[src/rtl/ff_pkg.sv]
// Shared types for the run-time configurable flip-flop bank.
// The optional change counter is enabled with FF_BANK_CHGCNT_EN.
package ff_pkg;

   localparam int FF_MODE_W = 2;

   typedef enum logic [FF_MODE_W-1:0] {
      FF_D  = 2'b00,
      FF_T  = 2'b01,
      FF_JK = 2'b10,
      FF_SR = 2'b11
   } ff_mode_t;

endpackage

[src/rtl/ff_bank_if.sv]
// Control/data bundle for ff_bank; chg_cnt is present only with FF_BANK_CHGCNT_EN.
interface ff_bank_if
   import ff_pkg::*;
#(
   parameter int WIDTH = 8
);

   logic                 en;
   logic                 mode_ld;
   logic [FF_MODE_W-1:0] mode_in;
   logic [WIDTH-1:0]     a;
   logic [WIDTH-1:0]     b;
   logic                 err_clr;
   logic [WIDTH-1:0]     q;
   logic [FF_MODE_W-1:0] mode;
   logic                 err;
   logic [WIDTH-1:0]     err_bits;
   logic                 busy;
`ifdef FF_BANK_CHGCNT_EN
   logic [15:0]          chg_cnt;
`endif

   modport master (
      output en, mode_ld, mode_in, a, b, err_clr,
      input  q, mode, err, err_bits, busy
`ifdef FF_BANK_CHGCNT_EN
      , input chg_cnt
`endif
   );

   modport slave (
      input  en, mode_ld, mode_in, a, b, err_clr,
      output q, mode, err, err_bits, busy
`ifdef FF_BANK_CHGCNT_EN
      , output chg_cnt
`endif
   );

endinterface

[src/rtl/ff_next_cell.sv]
// One flip-flop channel: next state for the selected type plus illegal-SR detect.
module ff_next_cell
   import ff_pkg::*;
(
   input  ff_mode_t mode,
   input  logic     a,
   input  logic     b,
   input  logic     q,
   output logic     q_nxt,
   output logic     ill
);

   always_comb begin
      q_nxt = q;
      ill   = 1'b0;
      case (mode)
         FF_D: q_nxt = a;
         FF_T: q_nxt = q ^ a;
         FF_JK: begin
            case ({a, b})
               2'b10:   q_nxt = 1'b1;
               2'b01:   q_nxt = 1'b0;
               2'b11:   q_nxt = ~q;
               default: q_nxt = q;
            endcase
         end
         default: begin
            // S=R=1 holds the bit and only raises the flag
            case ({a, b})
               2'b10:   q_nxt = 1'b1;
               2'b01:   q_nxt = 1'b0;
               2'b11:   ill   = 1'b1;
               default: q_nxt = q;
            endcase
         end
      endcase
   end

endmodule

[src/rtl/ff_bank.sv]
// WIDTH-bit register bank with run-time selectable D/T/JK/SR behaviour and sticky SR error.
// FF_BANK_CHGCNT_EN adds a saturating count of edges on which q changed.
module ff_bank
   import ff_pkg::*;
#(
   parameter int               WIDTH   = 8,
   parameter logic [WIDTH-1:0] RST_VAL = '0
)(
   input  logic    clk,
   input  logic    rst_n,
   ff_bank_if.slave bus
);

   logic [WIDTH-1:0] q_q, q_d;
   ff_mode_t         mode_q, mode_d;
   logic             busy_q, busy_d;
   logic             err_q, err_d;
   logic [WIDTH-1:0] err_bits_q, err_bits_d;
   logic [WIDTH-1:0] q_nxt;
   logic [WIDTH-1:0] ill;
   logic             upd;

   for (genvar i = 0; i < WIDTH; i++) begin : g_cell
      ff_next_cell u_cell (
         .mode  (mode_q),
         .a     (bus.a[i]),
         .b     (bus.b[i]),
         .q     (q_q[i]),
         .q_nxt (q_nxt[i]),
         .ill   (ill[i])
      );
   end

   // busy covers the edge after a mode load; a load during busy extends it
   assign upd = bus.en && !busy_q && !bus.mode_ld;

   always_comb begin
      mode_d     = bus.mode_ld ? ff_mode_t'(bus.mode_in) : mode_q;
      busy_d     = bus.mode_ld;
      q_d        = upd ? q_nxt : q_q;
      err_d      = bus.err_clr ? 1'b0 : err_q;
      err_bits_d = bus.err_clr ? '0 : err_bits_q;
      if (upd) begin
         err_bits_d = err_bits_d | ill;
         if (|ill) err_d = 1'b1;
      end
   end

   always_ff @(posedge clk or negedge rst_n) begin
      if (!rst_n) begin
         q_q        <= RST_VAL;
         mode_q     <= FF_D;
         busy_q     <= 1'b0;
         err_q      <= 1'b0;
         err_bits_q <= '0;
      end else begin
         q_q        <= q_d;
         mode_q     <= mode_d;
         busy_q     <= busy_d;
         err_q      <= err_d;
         err_bits_q <= err_bits_d;
      end
   end

   assign bus.q        = q_q;
   assign bus.mode     = mode_q;
   assign bus.busy     = busy_q;
   assign bus.err      = err_q;
   assign bus.err_bits = err_bits_q;

`ifdef FF_BANK_CHGCNT_EN
   logic [15:0] chg_cnt_q, chg_cnt_d;

   always_comb begin
      chg_cnt_d = chg_cnt_q;
      if (bus.err_clr)
         chg_cnt_d = '0;
      else if ((q_d != q_q) && (chg_cnt_q != 16'hFFFF))
         chg_cnt_d = chg_cnt_q + 16'd1;
   end

   always_ff @(posedge clk or negedge rst_n) begin
      if (!rst_n) chg_cnt_q <= '0;
      else        chg_cnt_q <= chg_cnt_d;
   end

   assign bus.chg_cnt = chg_cnt_q;
`endif

endmodule

[src/flat_wrapper.sv]
// flat-port wrapper written by rule: the top's interface ports become plain ports
module ff_bank_flat import ff_pkg::*;
#(
   parameter int               WIDTH   = 8,
   parameter logic [WIDTH-1:0] RST_VAL = '0
)
  (clk, rst_n, bus_en, bus_mode_ld, bus_mode_in, bus_a, bus_b, bus_err_clr, bus_q, bus_mode, bus_err, bus_err_bits, bus_busy);
  ff_bank_if #(.WIDTH(WIDTH)) bus_i ();
  input  logic clk;
  input  logic rst_n;
  input wire logic [$bits(bus_i.en)-1:0] bus_en;
  input wire logic [$bits(bus_i.mode_ld)-1:0] bus_mode_ld;
  input wire logic [$bits(bus_i.mode_in)-1:0] bus_mode_in;
  input wire logic [$bits(bus_i.a)-1:0] bus_a;
  input wire logic [$bits(bus_i.b)-1:0] bus_b;
  input wire logic [$bits(bus_i.err_clr)-1:0] bus_err_clr;
  output wire logic [$bits(bus_i.q)-1:0] bus_q;
  output wire logic [$bits(bus_i.mode)-1:0] bus_mode;
  output wire logic [$bits(bus_i.err)-1:0] bus_err;
  output wire logic [$bits(bus_i.err_bits)-1:0] bus_err_bits;
  output wire logic [$bits(bus_i.busy)-1:0] bus_busy;
  assign bus_i.en = bus_en;
  assign bus_i.mode_ld = bus_mode_ld;
  assign bus_i.mode_in = bus_mode_in;
  assign bus_i.a = bus_a;
  assign bus_i.b = bus_b;
  assign bus_i.err_clr = bus_err_clr;
  assign bus_q = bus_i.q;
  assign bus_mode = bus_i.mode;
  assign bus_err = bus_i.err;
  assign bus_err_bits = bus_i.err_bits;
  assign bus_busy = bus_i.busy;
  ff_bank #(.WIDTH(WIDTH), .RST_VAL(RST_VAL)) u_core (.clk(clk), .rst_n(rst_n), .bus(bus_i));
endmodule
[config.mk]
export PLATFORM = sky130hd
export DESIGN_NAME = ff_bank_flat
export DESIGN_NICKNAME = d
export VERILOG_FILES = /design/src/rtl/ff_pkg.sv /design/src/rtl/ff_bank_if.sv /design/src/rtl/ff_next_cell.sv /design/src/rtl/ff_bank.sv /design/src/flat_wrapper.sv
export SDC_FILE = /design/constraint.sdc
export NUM_CORES = 1
export LEC_CHECK = 0
export ABC_AREA = 1
export CAP_MARGIN = 20
export CORE_MARGIN = 4
export CORE_UTILIZATION = 45
export CTS_CLUSTER_SIZE = 24
export DETAILED_ROUTE_END_ITERATION = 12
export GPL_ROUTABILITY_DRIVEN = 0
export PLACE_DENSITY = 0.74
export SYNTH_ARGS = -nofsm -noshare
export SYNTH_HDL_FRONTEND = slang
export SYNTH_HIERARCHICAL = 1
export SYNTH_SLANG_ARGS = --single-unit
[constraint.sdc]
create_clock -name clk -period 1.8 [get_ports clk]
set_input_delay 0.54 -clock clk [delete_from_list [all_inputs] [get_ports clk]]
set_output_delay 0.54 -clock clk [all_outputs]
set_load 0.01 [all_outputs]
Word level (Yosys, flattened, before mapping)
Cells that the tools add are included.
- register bits: 20
- input port bits: 23
- output and inout bits: 20
- word-level logic and storage cells: 131
- equal/unequal tests: 34
- muxes and demuxes: 45
- bitwise logic cells: 17
- reductions and logical operators: 23
- operator list (kind ; count):
    1-bit case mux with 3 select lines ; 16
    5-bit nonzero test ; 8
    2-bit equality test (second input constant) ; 17
    4-bit != test (second input constant) ; 7
    3-bit AND reduction ; 8
    1-bit two-way mux ; 19
    2-bit by 1-bit equality test with 1-bit output (second input constant) ; 9
    8-bit two-way mux ; 2
    1-bit case mux with 2 select lines ; 8
    1-bit inverter ; 8
    8-bit bitwise OR ; 1
    8-bit OR reduction ; 1
    1-bit XOR ; 8
    4-bit by 2-bit != test with 1-bit output (second input constant) ; 1
    3-bit OR reduction ; 1
    1-bit logical AND ; 2
    1-bit zero test ; 2
    2-bit zero test ; 1

Longest topological paths before layout
Gate-level depths: netlist (run 1).
- word-level depth: 6
- mapped depth: 8
- gate-level depth less buffers: 8

Modules after synthesis
The synthesis (run 1) kept the hierarchy.
- by module, submodules not included (module ; times used ; cells an instance ; area an instance (um2) ; sequential area each (um2)):
    ff_next_cell ; 8 ; 20 ; 98.8 ; 0.0
    ff_bank ; 1 ; 89 ; 780.7 ; 500.5

Worst setup path after synthesis (run 1)
OpenSTA, ideal clock, no wires.
- kind: register to register
- start: register u_core.mode_q[0], in the netlist u_core/bus.mode[0]
- end: register u_core.err_q, in the netlist u_core/bus.err
- setup time: 0.066 ns
- arrival: 1.270 ns
- required time: 1.734 ns
- path slack: 0.464 ns
- stages on the path, launching flop included: 7
- buffers on the path: 0
- period minus slack after synthesis: 1.336 ns
- path through: dfrtp_1 nand2_1 nor2_1 nor2_1 nand2_1 o21ai_0 nand2_1
- longest elaborated chain between the ends: 6
- elaborated cells between the ends (all ways): 15
- those cells by class: eq/ne: 2; mux: 10; reduce/logical: 3
- RTL lines (item ; line ; source):
    start: declaration ; ff_bank.sv:15 ; ff_mode_t mode_q, mode_d;
    start signal: assignment ; ff_bank.sv:58 ; mode_q <= mode_d;
    2-bit equality test, or another cell as far along ; ff_next_cell.sv:16 ; case (mode)
    3-bit OR reduction (no line) * ; -- ;
    1-bit two-way mux * ; ff_next_cell.sv:16 ;
    via u_core.ill[6] ; ff_bank.sv:20 ; logic [WIDTH-1:0] ill;
    8-bit OR reduction * ; ff_bank.sv:45 ; if (|ill) err_d = 1'b1;
    1-bit two-way mux * ; ff_bank.sv:45 ;
    1-bit two-way mux * ; ff_bank.sv:43 ; if (upd) begin
    via u_core.err_d ; ff_bank.sv:17 ; logic err_q, err_d;
    end signal: assignment ; ff_bank.sv:60 ; err_q <= err_d;
    end: declaration ; ff_bank.sv:17 ;
The timed path passes the listed nets; every way through them passes the cells marked *.
A chain may end at the register's enable or synchronous reset.

Worst setup path in the final report (run 1)
- start: register u_core.err_bits_q[0], in the netlist u_core/bus.err_bits[0]
- end: output bus_err_bits[0]
- RTL lines (item ; line ; source):
    start: declaration ; ff_bank.sv:18 ; logic [WIDTH-1:0] err_bits_q, err_bits_d;
    start signal: assignment ; ff_bank.sv:61 ; err_bits_q <= err_bits_d;
    end: declaration ; flat_wrapper.sv:20 ; output wire logic [$bits(bus_i.err_bits)-1:0] bus_err_bits;
No word-level cell between the ends.

==> results of run 1 <==
-- placed cells by master (no fill, tap or decap), types with 7 or more instances in the layout --
cell type	instances
ha_1	16
o21ai_1	16
dfrtp_1	17
nor2_1	36
clkdlybuf4s50_1	33
inv_1	42
nand2_1	90
buf_4	22
nand3_1	24
dlymetal6s2s_1	7
-- flip-flops by register name, indices dropped and copies added, names as in the netlist --
| signal | flops |
|---|---|
| u_core/bus.mode | 2 |
| u_core/bus.err | 1 |
| u_core/bus.err_bits | 8 |
| u_core/bus.busy | 1 |
| u_core/bus.q | 8 |
-- through the flow --
step                hold WS (ns)  utilization [%]  setup TNS, ns  setup WS (ns)
floorplan                  0.244                -              0          0.464
global placement           0.467             64.6         -0.503        -0.0771
detailed placement         0.469             64.6         -0.743         -0.103
CTS                        0.499             67.1              0        0.00722
global route               0.514             67.6              0        0.00154
finish                     0.489             67.6              0         0.0407
-- how the worst max path moves through the flow --
| stage | start | to | slack, ns | cells after the start |
|---|---|---|---|---|
| after global routing | u_core/bus.q[5] | bus_q[5] | 0.002 | 1 |
| after global placement | bus_b[0] | u_core/bus.q[0] | -0.08 | 9 |
| after floorplan | u_core/bus.mode[0] | u_core/bus.err | 0.46 | 6 |
| after CTS | u_core/bus.q[4] | bus_q[4] | 0.007 | 1 |
| after detailed placement | bus_b[3] | u_core/bus.q[3] | -0.10 | 9 |
| final | u_core/bus.err_bits[0] | bus_err_bits[0] | 0.04 | 1 |
-- area by class of cell --
cell class	instances	area, sq um
repair buffers	64	601
flip-flops and latches	20	504
clock inverters	1	30.0
inverters	44	165
fillers	333	1090
multi-input cells	184	895
well taps	46	57.6
clock buffers	3	22.5
-- layer usage --
metal  global-route usage [%]  wire length [um]  vias to the layer above
met1                     23.4              1760                      713
li1                         -                 -                      894
met4                     2.28                 0                        0
met2                     31.7              1740                       48
met5                        0                 0                        -
met3                     1.35               170                        0
-- repair_timing --
action                                  in CTS  in global routing
buffers inserted                             4                  0
gates resized for setup                      5                  7
endpoints found under the setup margin       6                  7
-- report_power, final --
group	internal, uW	switching (uW)	leakage [uW]
Combinational	288	298	0.00110
Sequential	503	37.1	0.000258
Clock	225	138	0.0000279
Total	1020	473	0.00139
-- cells by family (layout without fill, tap and decap cells) --
kind of cell    after synthesis  count (layout)  synth area share (%)
simple gates                151             151                  38.8
flops                        20              20                  31.8
fa+ha+maj                    16              16                  12.7
buf+inv                      45             112                  11.2
compound gates               17              17                  5.41
==> flow_metrics.env, run 1 <==
export IMPL_status="finished, final reports clean"
export IMPL_synth_edf_count=0
export IMPL_hpwl_mm=2.76
export IMPL_die_width_um=67.1
export IMPL_first_pass_iters=5
export IMPL_first_global_vias=1499
export IMPL_grt_overflow_total=0
export IMPL_power_total_uw=1490
export IMPL_min_path_cells=2
export IMPL_peakVddDrop_uv=372
export IMPL_min_from="u_core/bus.err_bits[4]"
export IMPL_drv_cap=0
export IMPL_hold_class="reg -> reg"
export IMPL_period_needed_ns=1.76
export IMPL_cellPowerDensity_mw_per_mm2=654
export IMPL_final_period_utilization_pct=97.7
export IMPL_stdcell_count=362
export IMPL_synth_top_cells_by_area="dfrtp_1, nand2_1, ha_1"
export IMPL_worstPathMaxFanout=2
export IMPL_fin_area_sq_mm=0.00227
export IMPL_worstPathCellList="clkdlybuf4s50_1"
export IMPL_clkLatencyLatePin_ns=0.30
export IMPL_power_leakage_uw=0.00139
export IMPL_fp_row_count=21
export IMPL_worst_pin_slew_ns=0.257
export IMPL_wl_per_cell_um=10.1
export IMPL_cts_made_buffers=3
export IMPL_finalMaxSlewViolations=0
export IMPL_h_tree_depth=1
export IMPL_tritoncts="yes"
export IMPL_critPathLaunchType="register"
export IMPL_placed_cell_area_sq_mm=0.00217
export IMPL_worstSetupEndpointType="primary output"
export IMPL_synth_ff_latch_count=20
export IMPL_seq_area_frac_synth_pct=31.8
export IMPL_critPathRequiredTime_ns=1.26
export IMPL_clockRootBuffer="clkbuf_4"
export IMPL_postCtsHoldBufs=0
export IMPL_viasPerCell=4.57
export IMPL_syn_inst=249
export IMPL_track_usage_pct=17.6
export IMPL_yosys_cell_types_count=12
export IMPL_clockBufferDepth=2
export IMPL_cts_sinks=20
export IMPL_worstPathArrival_ns=1.22
export IMPL_ant_nets=0
export IMPL_cp_top_family="buffers and inverters"
export IMPL_max_slew_margin_pct=82.7
export IMPL_area_growth_pct=44.7
export IMPL_synth_fp_nets=288
export IMPL_critPathKind="reg -> out"
export IMPL_reg2reg_depth=7
export IMPL_holdPathEnd="u_core/bus.err_bits[4]"
export IMPL_drt_initial_drc_count=58
export IMPL_max_freq_mhz=568
export IMPL_num_nets_final=356
export IMPL_dieArea_sq_mm=0.00450
export IMPL_cp_slowest_cell="clkdlybuf4s50_1"
export IMPL_reg2reg_from="u_core/bus.mode[0]"
export IMPL_ys_warn_count=6
export IMPL_chipHeight_um=67.1
export IMPL_dp_cells=354
export IMPL_hold_viol=0
export IMPL_syn_area_per_cell_sq_um=6.31
export IMPL_portBuffers=42
export IMPL_core_area_sq_mm=0.00336
export IMPL_grt_max_degree=26
export IMPL_synthesis_area_sq_mm=0.00157
export IMPL_yosysMostFrequentCell="nand2_1"
export IMPL_synth_commonest_cells="nand2_1, inv_1, nor2_1, nand3_1, dfrtp_1"
export IMPL_rsz0062_at_grt="false"
export IMPL_wirelength_mm=3.67
export IMPL_timing_final_setup_violations=0
export IMPL_ios=43
export IMPL_worst_path_largest_cell_delay_ns=0.54
export IMPL_r2r_slack_ns=0.48
export IMPL_critPathBufInv=1
export IMPL_grt_pass1_wl_mm=6.31
export IMPL_antennaDiodeCount=0
export IMPL_r2r_end="u_core/bus.err"
export IMPL_drive_gt1_share_pct=9.81
export IMPL_finalClockSkew_ns=0.00622
export IMPL_synth_top_flop_cell="dfrtp_1"
export IMPL_antenna_found_initial=0
export IMPL_synth_top_cell_area_share_pct=31.8
export IMPL_path_clk_slew_ns=0.12
export IMPL_vias=1655
export IMPL_synth_top_area_cell="dfrtp_1"
export IMPL_drc_errors=0
export IMPL_async_reset_ff_share_pct=100
export IMPL_start_util_pct=46.7
Power figures use the tool's default switching activity.
==> inputs of run 2 (changes only) <==
==> constraint.sdc (replaced) <==
create_clock -name clk -period 2.1 [get_ports clk]
set_input_delay 0.63 -clock clk [delete_from_list [all_inputs] [get_ports clk]]
set_output_delay 0.63 -clock clk [all_outputs]
set_load 0.01 [all_outputs]
==> run 2 against run 1 <==
  * Die area did not move
  * Combinational power fell by 31%
  * Register-to-register slack improved by 0.30 ns
  * Flip-flop and latch count did not move
  * Clock skew rose by 0.0033 ns
  * Wire length fell by 2.4%
  * First-iteration DRC count rose by 17%
  * Critical path type unchanged
  * Largest power group is now sequential cells
  * Highest routed layer is now met4
==> flow_metrics.env, run 2 (synthesis results as in run 1) <==
export IMPL_timing_final_setup_violations=0
export IMPL_cts_resized=0
export IMPL_max_freq_mhz=500
export IMPL_chipHeight_um=67.1
export IMPL_grt_max_degree=26
export IMPL_finalMaxSlewViolations=0
export IMPL_postCtsHoldBufs=0
export IMPL_fp_row_count=21
export IMPL_num_nets_final=339
export IMPL_worstSetupEndpointType="primary output"
export IMPL_cp_top_family="buffers and inverters"
export IMPL_clkLatencyLatePin_ns=0.30
export IMPL_layout_setup_ws_ns=0.102
export IMPL_area_growth_pct=35.4
export IMPL_wl_per_cell_um=10.4
export IMPL_critPathBufInv=1
export IMPL_worst_pin_slew_ns=0.261
export IMPL_antenna_found_initial=0
export IMPL_drive_gt1_share_pct=3.68
export IMPL_hold_ws_ns=0.494
export IMPL_cts_sinks=20
export IMPL_final_common_cell="nand2_1"
export IMPL_critPathRequiredTime_ns=1.47
export IMPL_worstPathCellList="clkdlybuf4s50_1"
export IMPL_fill_cells=344
export IMPL_drc_errors=0
export IMPL_register_area_sq_um=500
export IMPL_power_frac_seq_pct=41.0
export IMPL_hold_class="reg -> reg"
export IMPL_cts_made_buffers=3
export IMPL_drt_initial_drc_count=68
export IMPL_ant_nets=0
export IMPL_status="finished, final reports clean"
export IMPL_worstPathArrival_ns=1.37
export IMPL_hold_viol=0
export IMPL_rsz0062_at_grt="false"
export IMPL_die_width_um=67.1
export IMPL_cts_setup_buffers=0
export IMPL_power_leakage_uw=0.00120
export IMPL_worstPathMaxFanout=7
export IMPL_vias=1593
export IMPL_critPathLaunchType="register"
export IMPL_peakVddDrop_uv=278
export IMPL_drv_cap=0
export IMPL_final_period_utilization_pct=95.2
export IMPL_start_util_pct=46.7
export IMPL_clkPwrFrac_pct=25.7
export IMPL_grt_overflow_total=0
export IMPL_period_needed_ns=2.00
export IMPL_cp_slowest_cell="clkdlybuf4s50_1"
export IMPL_dp_slack_ns=0.114
export IMPL_swShare_pct=32.4
export IMPL_first_pass_iters=4
export IMPL_max_slew_margin_pct=82.6
export IMPL_finalClockSkew_ns=0.00953
export IMPL_path_clk_slew_ns=0.12
export IMPL_core_area_sq_mm=0.00336
export IMPL_dieArea_sq_mm=0.00450
export IMPL_internal_power_uw=824
export IMPL_h_tree_depth=1
export IMPL_hpwl_mm=2.64
export IMPL_antennaDiodeCount=0
export IMPL_viasPerCell=4.62
export IMPL_critPathKind="reg -> out"
export IMPL_clockBufferDepth=2
export IMPL_mostFrequentLayoutCells="nand2_1, clkdlybuf4s50_1, inv_1"
export IMPL_ios=43
export IMPL_setup_tns_ns=0
export IMPL_cellPowerDensity_mw_per_mm2=573
export IMPL_p_switching_uw=394
export IMPL_wirelength_mm=3.58
export IMPL_worst_path_largest_cell_delay_ns=0.58
export IMPL_multiInputGateArea_sq_um=895
export IMPL_pwr_share_comb_pct=33.4
export IMPL_clockRootBuffer="clkbuf_4"
export IMPL_grt_pass1_wl_mm=6.31
export IMPL_first_global_vias=1466
export IMPL_tritoncts="yes"
export IMPL_portBuffers=42
export IMPL_track_usage_pct=17.7
-- run 2: layer usage --
layer / global-route usage, % / vias to the layer above / share of wire, %
met5: 0 / - / 0
met4: 4.81 / 0 / 0.70
met3: 1.69 / 2 / 4.3
met2: 30.3 / 33 / 48
met1: 23.5 / 701 / 47
li1: - / 857 / -
-- run 2: layout make-up --
| class | count | share of cell area [%] |
|---|---|---|
| clock inverter | 1 | 1.41 |
| timing repair buffer | 47 | 21.5 |
| sequential | 20 | 23.5 |
| clock buffer | 3 | 1.06 |
| multi-input combinational | 184 | 42.0 |
| inverter | 44 | 7.76 |
| tap | 46 | 2.70 |
-- run 2: final timing paths --
| path | from | to | slack [ns] | depth (start not counted) |
|---|---|---|---|---|
| setup / recovery | u_core/bus.q[4] | bus_q[4] | 0.10 | 1 |
| hold / removal | u_core/bus.err_bits[2] | u_core/bus.err_bits[2] | 0.49 | 2 |
| setup reg to reg | u_core/bus.mode[0] | u_core/bus.err | 0.78 | 7 |
| hold reg to reg | u_core/bus.err_bits[2] | u_core/bus.err_bits[2] | 0.49 | 2 |
| max in group asynchronous | rst_n | u_core/bus.q[6] | 1.24 | 2 |
| min in group asynchronous | rst_n | u_core/bus.err_bits[2] | 0.64 | 2 |
-- run 2: power by group through the flow --
stage / combinational (uW) / sequential (uW) / clock (uW)
after detailed placement: 410 / 504 / 0
after CTS: 412 / 499 / 322
after global placement: 402 / 505 / 0
final: 407 / 499 / 313
after floorplan: 178 / 529 / 0
after global routing: 465 / 513 / 332
-- run 2: worst min-delay path: cells and delay by family (launching register included) --
kind / cells / cell delay, ns
DFF: 1 / 0.37
and+or+nand+nor: 2 / 0.10
-- run 2: metrics by stage --
stage / utilization [%] / instance area (sq um) / instances / total power [uW]
detailed placement: 61.7 / 2080 / 341 / 915
floorplan: - / 1570 / 249 / 706
finish: 63.3 / 2130 / 345 / 1220
CTS: 63.3 / 2130 / 345 / 1230
global route: 63.3 / 2130 / 345 / 1310
global placement: 61.7 / 2080 / 341 / 908
